$ cat src/rtl/booth_mul_seq.sv
// Sequential signed radix-2 Booth multiplier: one Booth step per clock through a
// single W+1-bit add/subtract unit, 2W-bit product after W steps.

module booth_addsub #(
  parameter int W = 8
) (
  input  logic [W-1:0] x,
  input  logic [W-1:0] y,
  input  logic         sub,
  output logic [W:0]   z
);
  // Operands are sign-extended first so A-M with M = -2^(W-1) cannot overflow.
  assign z = sub ? ({x[W-1], x} - {y[W-1], y}) : ({x[W-1], x} + {y[W-1], y});
endmodule

module booth_mul_seq #(
  parameter int W = 8
) (
  input  logic           clk,
  input  logic           rst,
  input  logic           start,
  input  logic [W-1:0]   a,
  input  logic [W-1:0]   b,
  output logic           busy,
  output logic           done,
  output logic [2*W-1:0] product
);
  localparam int CW = $clog2(W);

  typedef enum logic [1:0] {IDLE, RUN, DONE} state_t;

  state_t        state, state_nxt;
  logic [W-1:0]  acc, q, m;
  logic          q_1;
  logic [CW-1:0] cnt;
  logic [W-1:0]  y;
  logic          flag;
  logic [W:0]    sum;
  logic          last;

  assign last = (cnt == CW'(W - 1));
  assign busy = (state != IDLE);
  assign done = (state == DONE);

  // NOTE: every output of a combinational block gets a default before the case,
  // otherwise unlisted paths keep their old value and a latch is inferred.
  always_comb begin
    y    = '0;
    flag = 1'b0;
    case ({q[0], q_1})
      2'b01:   y = m;
      2'b10: begin
        y    = m;
        flag = 1'b1;
      end
      default: ;
    endcase
  end

  booth_addsub #(.W(W)) u_addsub (
    .x   (acc),
    .y   (y),
    .sub (flag),
    .z   (sum)
  );

  always_comb begin
    state_nxt = state;
    case (state)
      IDLE:    if (start) state_nxt = RUN;
      RUN:     if (last) state_nxt = DONE;
      DONE:    state_nxt = IDLE;
      default: state_nxt = IDLE;
    endcase
  end

  // NOTE: sequential state uses non-blocking assignments so every register
  // samples the pre-edge values, independent of statement order.
  always_ff @(posedge clk) begin
    if (rst) state <= IDLE;
    else     state <= state_nxt;
  end

  // NOTE: all datapath registers, product included, are cleared by reset so an
  // aborted operation can never leave a stale result visible.
  always_ff @(posedge clk) begin
    if (rst) begin
      acc     <= '0;
      q       <= '0;
      m       <= '0;
      q_1     <= 1'b0;
      cnt     <= '0;
      product <= '0;
    end else begin
      case (state)
        IDLE: if (start) begin
          acc <= '0;
          q   <= b;
          m   <= a;
          q_1 <= 1'b0;
          cnt <= '0;
        end
        RUN: begin
          // Arithmetic shift right of {sum, Q, q_1} by one position.
          acc <= sum[W:1];
          q   <= {sum[0], q[W-1:1]};
          q_1 <= q[0];
          cnt <= cnt + CW'(1);
          if (last) product <= {sum[W:1], sum[0], q[W-1:1]};
        end
        default: ;
      endcase
    end
  end
endmodule

$ cat config.mk
export PLATFORM = sky130hd
export DESIGN_NAME = booth_mul_seq
export DESIGN_NICKNAME = d
export VERILOG_FILES = /design/src/rtl/booth_mul_seq.sv
export SDC_FILE = /design/constraint.sdc
export NUM_CORES = 1
export LEC_CHECK = 0
export ABC_AREA = 1
export CAP_MARGIN = 20
export CORE_MARGIN = 10
export CORE_UTILIZATION = 53
export DETAILED_ROUTE_END_ITERATION = 16
export GPL_TIMING_DRIVEN = 0
export PLACE_DENSITY = 0.79
export SYNTH_ARGS = -nofsm -noshare
export SYNTH_HDL_FRONTEND = slang
export SYNTH_SLANG_ARGS = --single-unit
$ cat constraint.sdc
create_clock -name clk -period 3.3 [get_ports clk]
set_input_delay 0.495 -clock clk [delete_from_list [all_inputs] [get_ports clk]]
set_output_delay 0.495 -clock clk [all_outputs]
set_load 0.02 [all_outputs]
Word level (Yosys, flattened, before mapping) --
Index checks and enable logic that the tools add are counted.
Word-level totals: register bits 46, input port bits 19, word-level logic and storage cells 39
Operators by class: multiplexer cells 14, reduce and logical (&&, ||, !) cells 8, eq/ne operators 7, $add $sub $neg 3
Operator list (count):
- 8-bit one-hot mux with 2 select lines | 2
- 8-bit two-way mux | 3
- 8-bit by 8-bit adder with 9-bit output | 1
- 9-bit two-way mux | 1
- 8-bit by 8-bit subtractor with 9-bit output | 1
- 2-bit AND reduction | 4
- 3-bit one-hot mux with 2 select lines | 1
- 2-bit by 1-bit == test with 1-bit output, second input constant | 2
- 2-bit == test, second input constant | 2
- 2-bit two-way mux | 2
- 2-bit inequality test, second input constant | 2
- 2-bit one-hot mux with 2 select lines | 1
- 2-bit nonzero test | 2
- 3-bit by 1-bit adder with 3-bit output, second input constant | 1
- 3-bit == test, second input constant | 1
- 3-bit two-way mux | 1
- 2-bit logical NOT | 1
- 1-bit two-way mux | 2
- 1-bit one-hot mux with 2 select lines | 1
- 2-bit OR reduction | 1

Depth between registers and ports, before layout --
depth after elaboration 6, depth in mapped cells 21, mapped depth without buffers 21

By module --
From an unflattened synthesis, not the netlist that was laid out.
Unflattened totals: cell total of the unflattened synthesis 378, area total of the unflattened synthesis 2489.9 sq um
Modules (own cells, without submodules):
- booth_mul_seq | sequential area each 920.9 sq um, cells each 266, times used 1, area an instance 1888.1 sq um
- booth_addsub | sequential area each 0.0 sq um, cells each 112, times used 1, area an instance 601.8 sq um

Worst setup path after synthesis --
OpenSTA, ideal clock, no wires.
kind register to register, start register q_1, end register product[15], arrival 2471 ps, stages on the path, launching flop included 22, slack 720 ps, period minus slack after synthesis 2580 ps, library setup time 109 ps, required time 3191 ps, buffers on the path 0, cell sequence dfxtp_1 inv_1 ha_1 nor2_1 inv_1 ha_1 nand2_2 nor2_2 a21oi_1 xnor2_1 inv_1 ha_1 nand2_1 inv_1 a21boi_0 nand2_1 inv_1 nand3_2 nand2_1 nand2_1 nand2_1 inv_1
On the way: cells in the longest elaborated chain, start to end 5
RTL lines:
- from (decl) | line 34 | logic q_1;
- from (signal assigned) | line 107 | q_1 <= q[0];
- 2-bit == test / 2-bit by 1-bit == test with 1-bit output (equally long branches) | line 50 | case ({q[0], q_1})
- 2-bit OR reduction (no source line)
- 8-bit two-way mux | line 50
- 8-bit by 8-bit adder with 9-bit output / 8-bit by 8-bit subtractor with 9-bit output (equally long branches) | line 13 | assign z = sub ? ({x[W-1], x} - {y[W-1], y}) : ({x[W-1], x} + {y[W-1], y});
- 9-bit two-way mux * | line 13
- to (signal assigned) | line 109 | if (last) product <= {sum[W:1], sum[0], q[W-1:1]};
- to (decl) | line 26 | output logic [2*W-1:0] product
Mark *: on every way between the ends. The rest lies on a longest branch, timed or not. A chain may end at the register's enable or synchronous reset.

Worst setup path in the final report --
start register q[0], end register product[15]
On the way: cells in the longest elaborated chain, start to end 5
RTL lines:
- from (decl) | line 33 | logic [W-1:0] acc, q, m;
- from (signal assigned) | line 106 | q <= {sum[0], q[W-1:1]};
- 2-bit == test / 2-bit by 1-bit == test with 1-bit output (equally long branches) | line 50
- 2-bit OR reduction (no source line)
- 8-bit two-way mux | line 50
- 8-bit by 8-bit adder with 9-bit output / 8-bit by 8-bit subtractor with 9-bit output (equally long branches) | line 13
- 9-bit two-way mux * | line 13
Marks and branches as above.

==> impl_metrics.py <==
metrics = {
    "grt": {
        "grt_max_degree": 15,
        "antenna_found_initial": 0,
        "grt_pass1_vias": 2003,
        "grt_pass1_wl_um": 9470,
        "track_usage_pct": 15.4,
        "grt_overflow": 0,
    },
    "timing": {
        "fmax_mhz": 338,
        "grt_setup_unrepaired": "false",
        "slew_headroom_pct": 65.9,
        "finalSetupTns_ns": 0,
        "tightestPinTransition_ns": 0.512,
        "fin_crit_sh_pct": 89.7,
        "min_period_ns": 2.96,
        "drv_slew": 0,
        "clock_skew_ns": 0.00816,
        "setup_viol_count_final": 0,
        "finalHoldViolCount": 0,
    },
    "critical_path": {
        "critPathArrivalTime_ns": 3.17,
        "cpMaxStageDelayCell": "ha_1",
        "r2r_end": "product[15]",
        "cp_slowest_stage_delay_ns": 0.39,
        "crit_path_end_kind": "flip-flop",
        "worst_r2r_path_depth": 20,
        "cp_cell_sequence": "ha_1, nor2_1, inv_1, ha_1, nand2_2, nor2_2, a21oi_1, xnor2_1, inv_1, ha_1, nand2_1, inv_1, a21boi_0, nand2_1, inv_1, nand3_2, nand2_1, nand2_1, nand2_1, inv_1",
        "ff2ff_setup_slack_ns": 0.34,
        "required_ns": 3.51,
        "path_buf_inv": 5,
        "crit_fanout": 5,
        "path_class": "flip-flop to flip-flop",
        "path_depth": 20,
        "reg2reg_from": "q[0]",
        "critical-path-top-delay-family": "adder cells",
        "start_kind": "flip-flop",
    },
    "floorplanning": {
        "fp.dieH_um": 86.3,
        "placementRows": 24,
        "die_w_um": 86.3,
        "ioPinCount": 37,
        "initial_core_util_pct": 54.2,
        "die_area_sq_um": 7440,
        "core_sq_um": 4290,
    },
    "clock_network": {
        "cts_resized": 0,
        "clk_path_buf_depth": 2,
        "hold_buffers": 0,
        "clk_latency_ns": 0.30,
        "htree_levels": 2,
        "numCtsBuffers": 5,
        "clock-sinks": 46,
        "postCtsSetupRepairBufs": 0,
        "clock-root-buffer": "clkbuf_8",
        "cts_tree": "done",
        "clkTransAtPathRegs_ns": 0.09,
    },
    "worst_hold_path": {
        "hold_end": "cnt[1]",
        "hold_class": "input port to flip-flop",
        "holdPathStages": 2,
        "worstHoldStart": "rst",
    },
    "drt": {
        "first_pass_iters": 4,
        "vias": 2144,
        "routedWlPerCell_um": 13.8,
        "drc": 0,
        "first_iter_violations": 110,
        "drt.antenna.violating_nets": 0,
        "viasPerCell": 5.27,
        "drt_wl_total_um": 5610,
    },
    "final_layout": {
        "final_layout_size_suffix_gt1_share_pct": 9.01,
        "syn_to_final_growth_pct": 22.6,
        "final_cell_area_sq_um": 2850,
        "antennaDiodeCount": 0,
        "layout.nets": 386,
    },
    "yosys": {
        "synth.avg_cell_area_sq_um": 7.46,
        "synth_area_leaders": "dfxtp_1, nand2_1, ha_1",
        "synth-seq-cells": 46,
        "synth_area_leader_cell": "dfxtp_1",
        "syn-cell-area_sq_um": 2330,
        "ys_async_sr_fraction_pct": 0,
        "synth_warnings": 0,
        "yosysMostFrequentCell": "nand2_1",
        "synthDistinctLibCells": 33,
        "synth_edf_count": 0,
        "yosys-top-cells-count": "nand2_1, dfxtp_1, inv_1, o21ai_0, a21oi_1",
        "ys_seq_area_share_pct": 39.6,
        "netlist_instances": 312,
        "syn_nets": 344,
        "synth_ff_type": "dfxtp_1",
        "synth_top_area_share_pct": 39.6,
    },
    "power": {
        "p_seq_share_pct": 39.4,
        "power.share.combinational_pct": 34.0,
        "p_leak_nw": 1.19,
        "finalPower_mw": 1.58,
        "power_density_nw_per_um2": 554,
        "p_int_mw": 1.04,
        "clock_power_share_pct": 26.7,
        "p_sw_share_pct": 34.5,
        "netSwitchingPower_mw": 0.545,
        "peakVddDrop_v": 0.000351,
    },
    "job": {
        "maxCapViolCount": 0,
    },
    "placement": {
        "gp_congestion": 0.815,
        "dp_hpwl_um": 4250,
        "io_buffers": 35,
        "dpl_cell_area_sq_um": 2740,
    },
    "status": {
        "status": "completed",
    },
}
cells in the final DEF, fill, tap and decap left out, types with 2 or more instances in the layout:
cell / netlist / routed
a21oi_1: 26 / 26
clkbuf_1: 5 / 6
nor2_1: 23 / 23
nand3b_1: 2 / 2
buf_2: 2 / 2
nand3_2: 2 / 2
clkbuf_8: 1 / 6
xor2_1: 5 / 5
clkdlybuf4s50_1: 0 / 35
inv_1: 34 / 34
nand3_1: 19 / 19
buf_4: 2 / 2
nand2_2: 4 / 4
or2_2: 3 / 3
dfxtp_1: 46 / 46
a31oi_1: 8 / 8
o21bai_1: 2 / 2
ha_1: 12 / 12
inv_2: 5 / 5
nand2_1: 63 / 63
xnor2_1: 5 / 5
nor2_4: 2 / 2
o21ai_0: 30 / 30
registers in the layout, indices dropped and copies added, names as in the netlist:
name     cells
q_1          1
state        2
cnt          3
product     16
q            8
m            8
acc          8
stage by stage:
step                      setup WS [ns]  hold slack, ns  utilization (%)  instances
after floorplan                   0.720           0.430                -        312
after global placement            0.410           0.445             63.9        399
after detailed placement          0.358           0.446             63.9        399
after CTS                         0.326           0.383             66.4        407
after global routing             0.0400           0.388             66.4        407
final                             0.341           0.389             66.4        407
routing by layer:
metal | wire [um] | vias to the layer above | GRT usage, %
met5 | 0 | - | 0
met4 | 76 | 0 | 6.04
met3 | 209 | 11 | 3.85
met2 | 2840 | 33 | 26.2
met1 | 2480 | 1003 | 18.1
li1 | - | 1097 | -
worst max path at each step:
stage,from,endpoint,slack [ns]
2_1_floorplan,q_1,product[15],0.72
3_3_place_gp,q[0],product[15],0.41
3_5_place_dp,q[0],product[15],0.36
4_1_cts,q[0],product[15],0.33
5_1_grt,q_1,product[15],0.04
6_report,q[0],product[15],0.34
layout make-up:
cell class / count / area, sq um
fill: 382 / 1440
multi-input combinational: 215 / 1180
sequential: 46 / 921
timing repair buffer: 35 / 350
inverter: 39 / 146
buffer: 12 / 77.6
clock buffer: 6 / 72.6
tap: 52 / 65.1
clock inverter: 2 / 37.5
logic make-up (layout without fill, tap and decap cells):
logic type                 after synthesis  count (layout)  synth area share [%]
DFF                                     46              46                  39.6
xor gates and xnor gates                10              10                  3.76
and+or+nand+nor                        120             120                  22.8
buffers and inverters                   51              94                  9.62
adders and majority gates               13              13                  7.31
AOI/OAI and AO/OA                       72              72                  16.9
power by group through the flow:
| stage | logic (mW) | registers (mW) | clock network (mW) |
|---|---|---|---|
| 2_1_floorplan | 0.413 | 0.627 | 0 |
| 3_3_place_gp | 0.516 | 0.633 | 0 |
| 3_5_place_dp | 0.529 | 0.634 | 0 |
| 4_1_cts | 0.535 | 0.622 | 0.426 |
| 5_1_grt | 0.620 | 0.627 | 0.453 |
| 6_report | 0.537 | 0.623 | 0.422 |
Note: power is estimated with default switching activity, not from simulation.
==> RTL edit 1: new RTL, config.mk and constraints unchanged <==
Re-encode `state_t` (3 states) as one-hot, 3 bits wide.
--- a/src/rtl/booth_mul_seq.sv
+++ b/src/rtl/booth_mul_seq.sv
@@ -27,7 +27,7 @@
 );
   localparam int CW = $clog2(W);
 
-  typedef enum logic [1:0] {IDLE, RUN, DONE} state_t;
+  typedef enum logic [2:0] {IDLE = 3'b001, RUN = 3'b010, DONE = 3'b100} state_t;
 
   state_t        state, state_nxt;
   logic [W-1:0]  acc, q, m;
Function: no difference found for any inputs over 4 cycles, from zero or initial values and one cycle with rst high; so few cycles prove little.
==> RTL edit 1 against the original RTL <==
Sequential cell count up 1. Wire length down 5.9%. Die area up 1.9%. Setup slack worse by 0.011 ns. First-iteration DRC count down 28%. Final area up 1.6%. Clock skew about the same. Sequential share of layout area up 0.19 points. Clock power down 14%. Area after synthesis up 2.4%. Power down 20%. Worst hold slack better by 0.075 ns. Largest cell class unchanged. Count of clock-buffer cells in the layout unchanged.
==> RTL edit 1: results (changes against the original RTL) <==
[status]
status=completed  ; unchanged

[yosys]
synth_nets=354  ; was 344
synth_cell_types=31  ; was 33
synthFlopType=dfxtp_1  ; unchanged
async_flop_share=0  ; unchanged
seq_area_frac_synth=0.3948  ; was 0.3957
synth_area_leaders=dfxtp_1 39%, nand2_1 13%, a21oi_1 6.3%  ; was dfxtp_1 40%, nand2_1 10%, ha_1 6.5%
ys_warn_count=0  ; unchanged
ys_top_cells_by_count=81 x nand2_1, 47 x dfxtp_1, 34 x nor2_1, 30 x a21oi_1, 29 x inv_1  ; was 63 x nand2_1, 46 x dfxtp_1, 34 x inv_1, 30 x o21ai_0, 26 x a21oi_1

[clocking]
htreeDepth=2  ; unchanged
numCtsBuffers=5  ; unchanged
cts_resized=0  ; unchanged
path_clk_slew_ns=0.09  ; about the same
cts_root_buf=clkbuf_8  ; unchanged
clk_path_buf_depth=2  ; unchanged
cts_setup_buffers=0  ; unchanged
clk_latency_ns=0.31

[place]
dpl_cell_area_um2=2809  ; was 2743 µm²
port_buffers=36  ; was 35
hpwl_um=4108  ; was 4246 µm
place.gp.congestion=0.8520  ; was 0.8146

[critical_path]
cp_data_arrival_time_ns=3.19  ; was 3.17 ns
r2r-end=product[15]$_SDFFE_PP0P_  ; unchanged
critPathMaxFanout=4  ; was 5
endpoint=product[15]$_SDFFE_PP0P_  ; unchanged
max_stage_delay_ns=0.35  ; was 0.39 ns
worstRegToRegCells=20  ; unchanged
crit_type=reg -> reg  ; unchanged
crit_path_top_delay_cell=dfxtp_1  ; was ha_1
r2r-start=q[0]$_SDFFE_PP0P_  ; unchanged
rrSetupSlack_ns=0.33

[finish]
drive_above_1_share=0.07923  ; was 0.09014
largest_reg_flops=16  ; unchanged
top_register=product  ; unchanged
fillers=396  ; was 382
fin_nets=397  ; was 386
antennaDiodeCount=0  ; unchanged

[global_route]
grt_pass1_vias=1988  ; was 2003
grt_usage=0.1472  ; was 0.1541
grt_first_pass_wirelength_um=9156  ; was 9466 µm
grt_max_degree=16  ; was 15
antenna_found_initial=0  ; unchanged

[power_and_ir_drop]
ir_worst_vdd_mv=0.3604  ; was 0.3508 mV
p_leak_nw=1.185  ; was 1.186 nW

[route]
drt-initial-drc-count=79  ; was 110
via_count=2106  ; was 2144
first_pass_iters=4  ; unchanged
drt-wirelength-per-cell_um=12.63  ; was 13.79 µm

[worst_hold_path]
min_path_type=reg -> reg  ; was in -> reg
hold_path_depth=2  ; unchanged

[timing]
fin_skew_ns=0.008146  ; was 0.008158 ns
maxSlewHeadroom=0.6571  ; was 0.6585

-- RTL edit 1: report_power, final --
| part | switching [W] | internal [W] |
|---|---|---|
| clock network | 0.000208 | 0.000153 |
| logic | 0.000181 | 0.000121 |
| registers | 0.0000162 | 0.000590 |
-- RTL edit 1: layout make-up --
cell class,instances,area [µm²],share of cell area
Sequential cell,47,940.9,0.3247
Inverter,34,127.6,0.04404
Multi-Input combinational cell,227,1219,0.4206
Timing Repair Buffer,36,360.3,0.1244
Clock buffer,6,72.57,0.02504
Clock inverter,2,16.27,0.005613
Buffer,14,96.34,0.03325
Tap cell,52,65.06,0.02245
-- RTL edit 1: through the flow --
stage	setup slack, ns	hold WS (ns)	std cells
after detailed placement	0.3343	0.4543	410
after global routing	0.03511	0.4790	418
final	0.3299	0.4639	418
after global placement	0.3886	0.4446	410
after floorplan	0.7006	0.4303	322
after CTS	0.2922	0.4662	418
-- RTL edit 1: cells by family after synthesis --
family | Yosys count | synth area share
compound gates | 72 | 0.1706
xor+xnor | 11 | 0.04042
fa+ha+maj | 13 | 0.07139
buf+inv | 48 | 0.09396
flops | 47 | 0.3947
simple gates | 131 | 0.2289
-- RTL edit 1: worst min-delay path by stage --
stage | start | end
CTS | m[0]$_SDFFE_PP0P_ | m[0]$_SDFFE_PP0P_
global route | m[7]$_SDFFE_PP0P_ | m[7]$_SDFFE_PP0P_
detailed placement | m[0]$_SDFFE_PP0P_ | m[0]$_SDFFE_PP0P_
finish | m[0]$_SDFFE_PP0P_ | m[0]$_SDFFE_PP0P_
global placement | m[0]$_SDFFE_PP0P_ | m[0]$_SDFFE_PP0P_
floorplan | m[0]$_SDFFE_PP0P_ | m[0]$_SDFFE_PP0P_
-- RTL edit 1: critical path: cells and delay by family (launching register included) --
kind,cells,cell delay [ns]
AND/OR/NAND/NOR,7,0.78
XOR/XNOR,1,0.15
buffers and inverters,6,0.36
flip-flops,1,0.35
adder cells (fa/ha/maj),3,0.87
AO/OA/AOI/OAI,3,0.38
-- RTL edit 1: per-layer routing --
metal  routed length (µm)  track usage  up-vias
li1                     -            -     1126
met1                 2489       0.1852      932
met2                 2488       0.2352       43
met3                  249      0.04775        5
met4                   51      0.03829        0
met5                    0            0        -
==> RTL edit 2: new RTL, config.mk and constraints unchanged <==
Without the edit above. `W` is set to 8 in 2 places; all go to 4.
--- a/src/rtl/booth_mul_seq.sv
+++ b/src/rtl/booth_mul_seq.sv
@@ -2,7 +2,7 @@
 // single W+1-bit add/subtract unit, 2W-bit product after W steps.
 
 module booth_addsub #(
-  parameter int W = 8
+  parameter int W = 4
 ) (
   input  logic [W-1:0] x,
   input  logic [W-1:0] y,
@@ -14,7 +14,7 @@
 endmodule
 
 module booth_mul_seq #(
-  parameter int W = 8
+  parameter int W = 4
 ) (
   input  logic           clk,
   input  logic           rst,
Interface: changed (resized a, b and product); port bits go from 37 to 21. The function was not compared with the original's and may differ.
==> RTL edit 2 against the original RTL <==
Count of clock-buffer cells in the layout decreased by 2. Final area fell by 44%. Sequential cell count decreased by 21. Combinational power decreased by 67%. Critical endpoint is now product[6]$_SDFFE_PP0P_. Setup slack better by 0.41 ns. Clock power decreased by 68%. Wire length down 48%. Power decreased by 59%. Area after synthesis fell by 43%. Maximum frequency is 16% higher. Via count down 47%.
==> RTL edit 2: results (changes against the original RTL) <==
[critical_path]
endpoint=product[6]$_SDFFE_PP0P_  ; was product[15]$_SDFFE_PP0P_
startpoint=q_1$_SDFFE_PP0P_  ; was q[0]$_SDFFE_PP0P_
worstRegToRegCells=14  ; was 20
crit_path_top_delay_cell=dfxtp_1  ; was ha_1
rrSetupSlack_ns=0.75  ; was 0.34 ns

[yosys]
avgSynthCellArea_um2=7.927  ; was 7.459 µm²
synth_compound_area_frac=0.1626  ; was 0.1694
synth_xor_xnor_area_share=0.01985  ; was 0.03763

[route]
via_count=1145  ; was 2144
drt-wirelength-per-cell_um=13.33  ; was 13.79 µm

[worst_hold_path]
min_path_type=reg -> reg  ; was in -> reg
worstHoldStart=acc[0]$_SDFFE_PP0P_  ; was rst

[place]
hpwl_um=2328  ; was 4246 µm
dp_slack_ns=0.7644  ; was 0.3579 ns

[clocking]
clk_latency_ns=0.32  ; was 0.30 ns
path_clk_slew_ns=0.13  ; was 0.09 ns
htreeDepth=1  ; was 2

[finish]
fin_nets=211  ; was 386
finalInstanceArea_um2=1588  ; was 2853 µm²
largest_reg_flops=8  ; was 16
fillers=223  ; was 382

[power_and_ir_drop]
ir_worst_vdd_mv=0.2669  ; was 0.3508 mV

[status]
status=completed  ; unchanged

[global_route]
grt_max_degree=14  ; was 15
grt_first_pass_wirelength_um=5106  ; was 9466 µm

[timing]
fin_skew_ns=0.005535  ; was 0.008158 ns

RTL edit 2: routing by layer:
metal,routed length [µm],global-route usage
met5,0,0
met4,36,0.04605
met3,165,0.03531
met2,1391,0.2115
met1,1352,0.1361
RTL edit 2: kinds of logic (layout without fill, tap and decap cells):
group,Yosys count,after routing
simple gates,66,66
xor+xnor,3,3
buf+inv,26,50
flops,25,25
fa+ha+maj,8,8
compound gates,39,39
RTL edit 2: area by class of cell:
cell class / instances / area share
well taps: 30 / 0.02364
inverters: 23 / 0.06068
plain buffers: 3 / 0.01891
multi-input cells: 116 / 0.4389
flip-flops and latches: 25 / 0.3152
repair buffers: 20 / 0.1261
clock buffers: 4 / 0.01655
RTL edit 2: where the power goes:
| group | total [W] | switching (W) | internal (W) |
|---|---|---|---|
| Sequential | 0.000331 | 0.0000124 | 0.000318 |
| Clock | 0.000137 | 0.0000898 | 0.0000473 |
| Combinational | 0.000177 | 0.000104 | 0.0000733 |
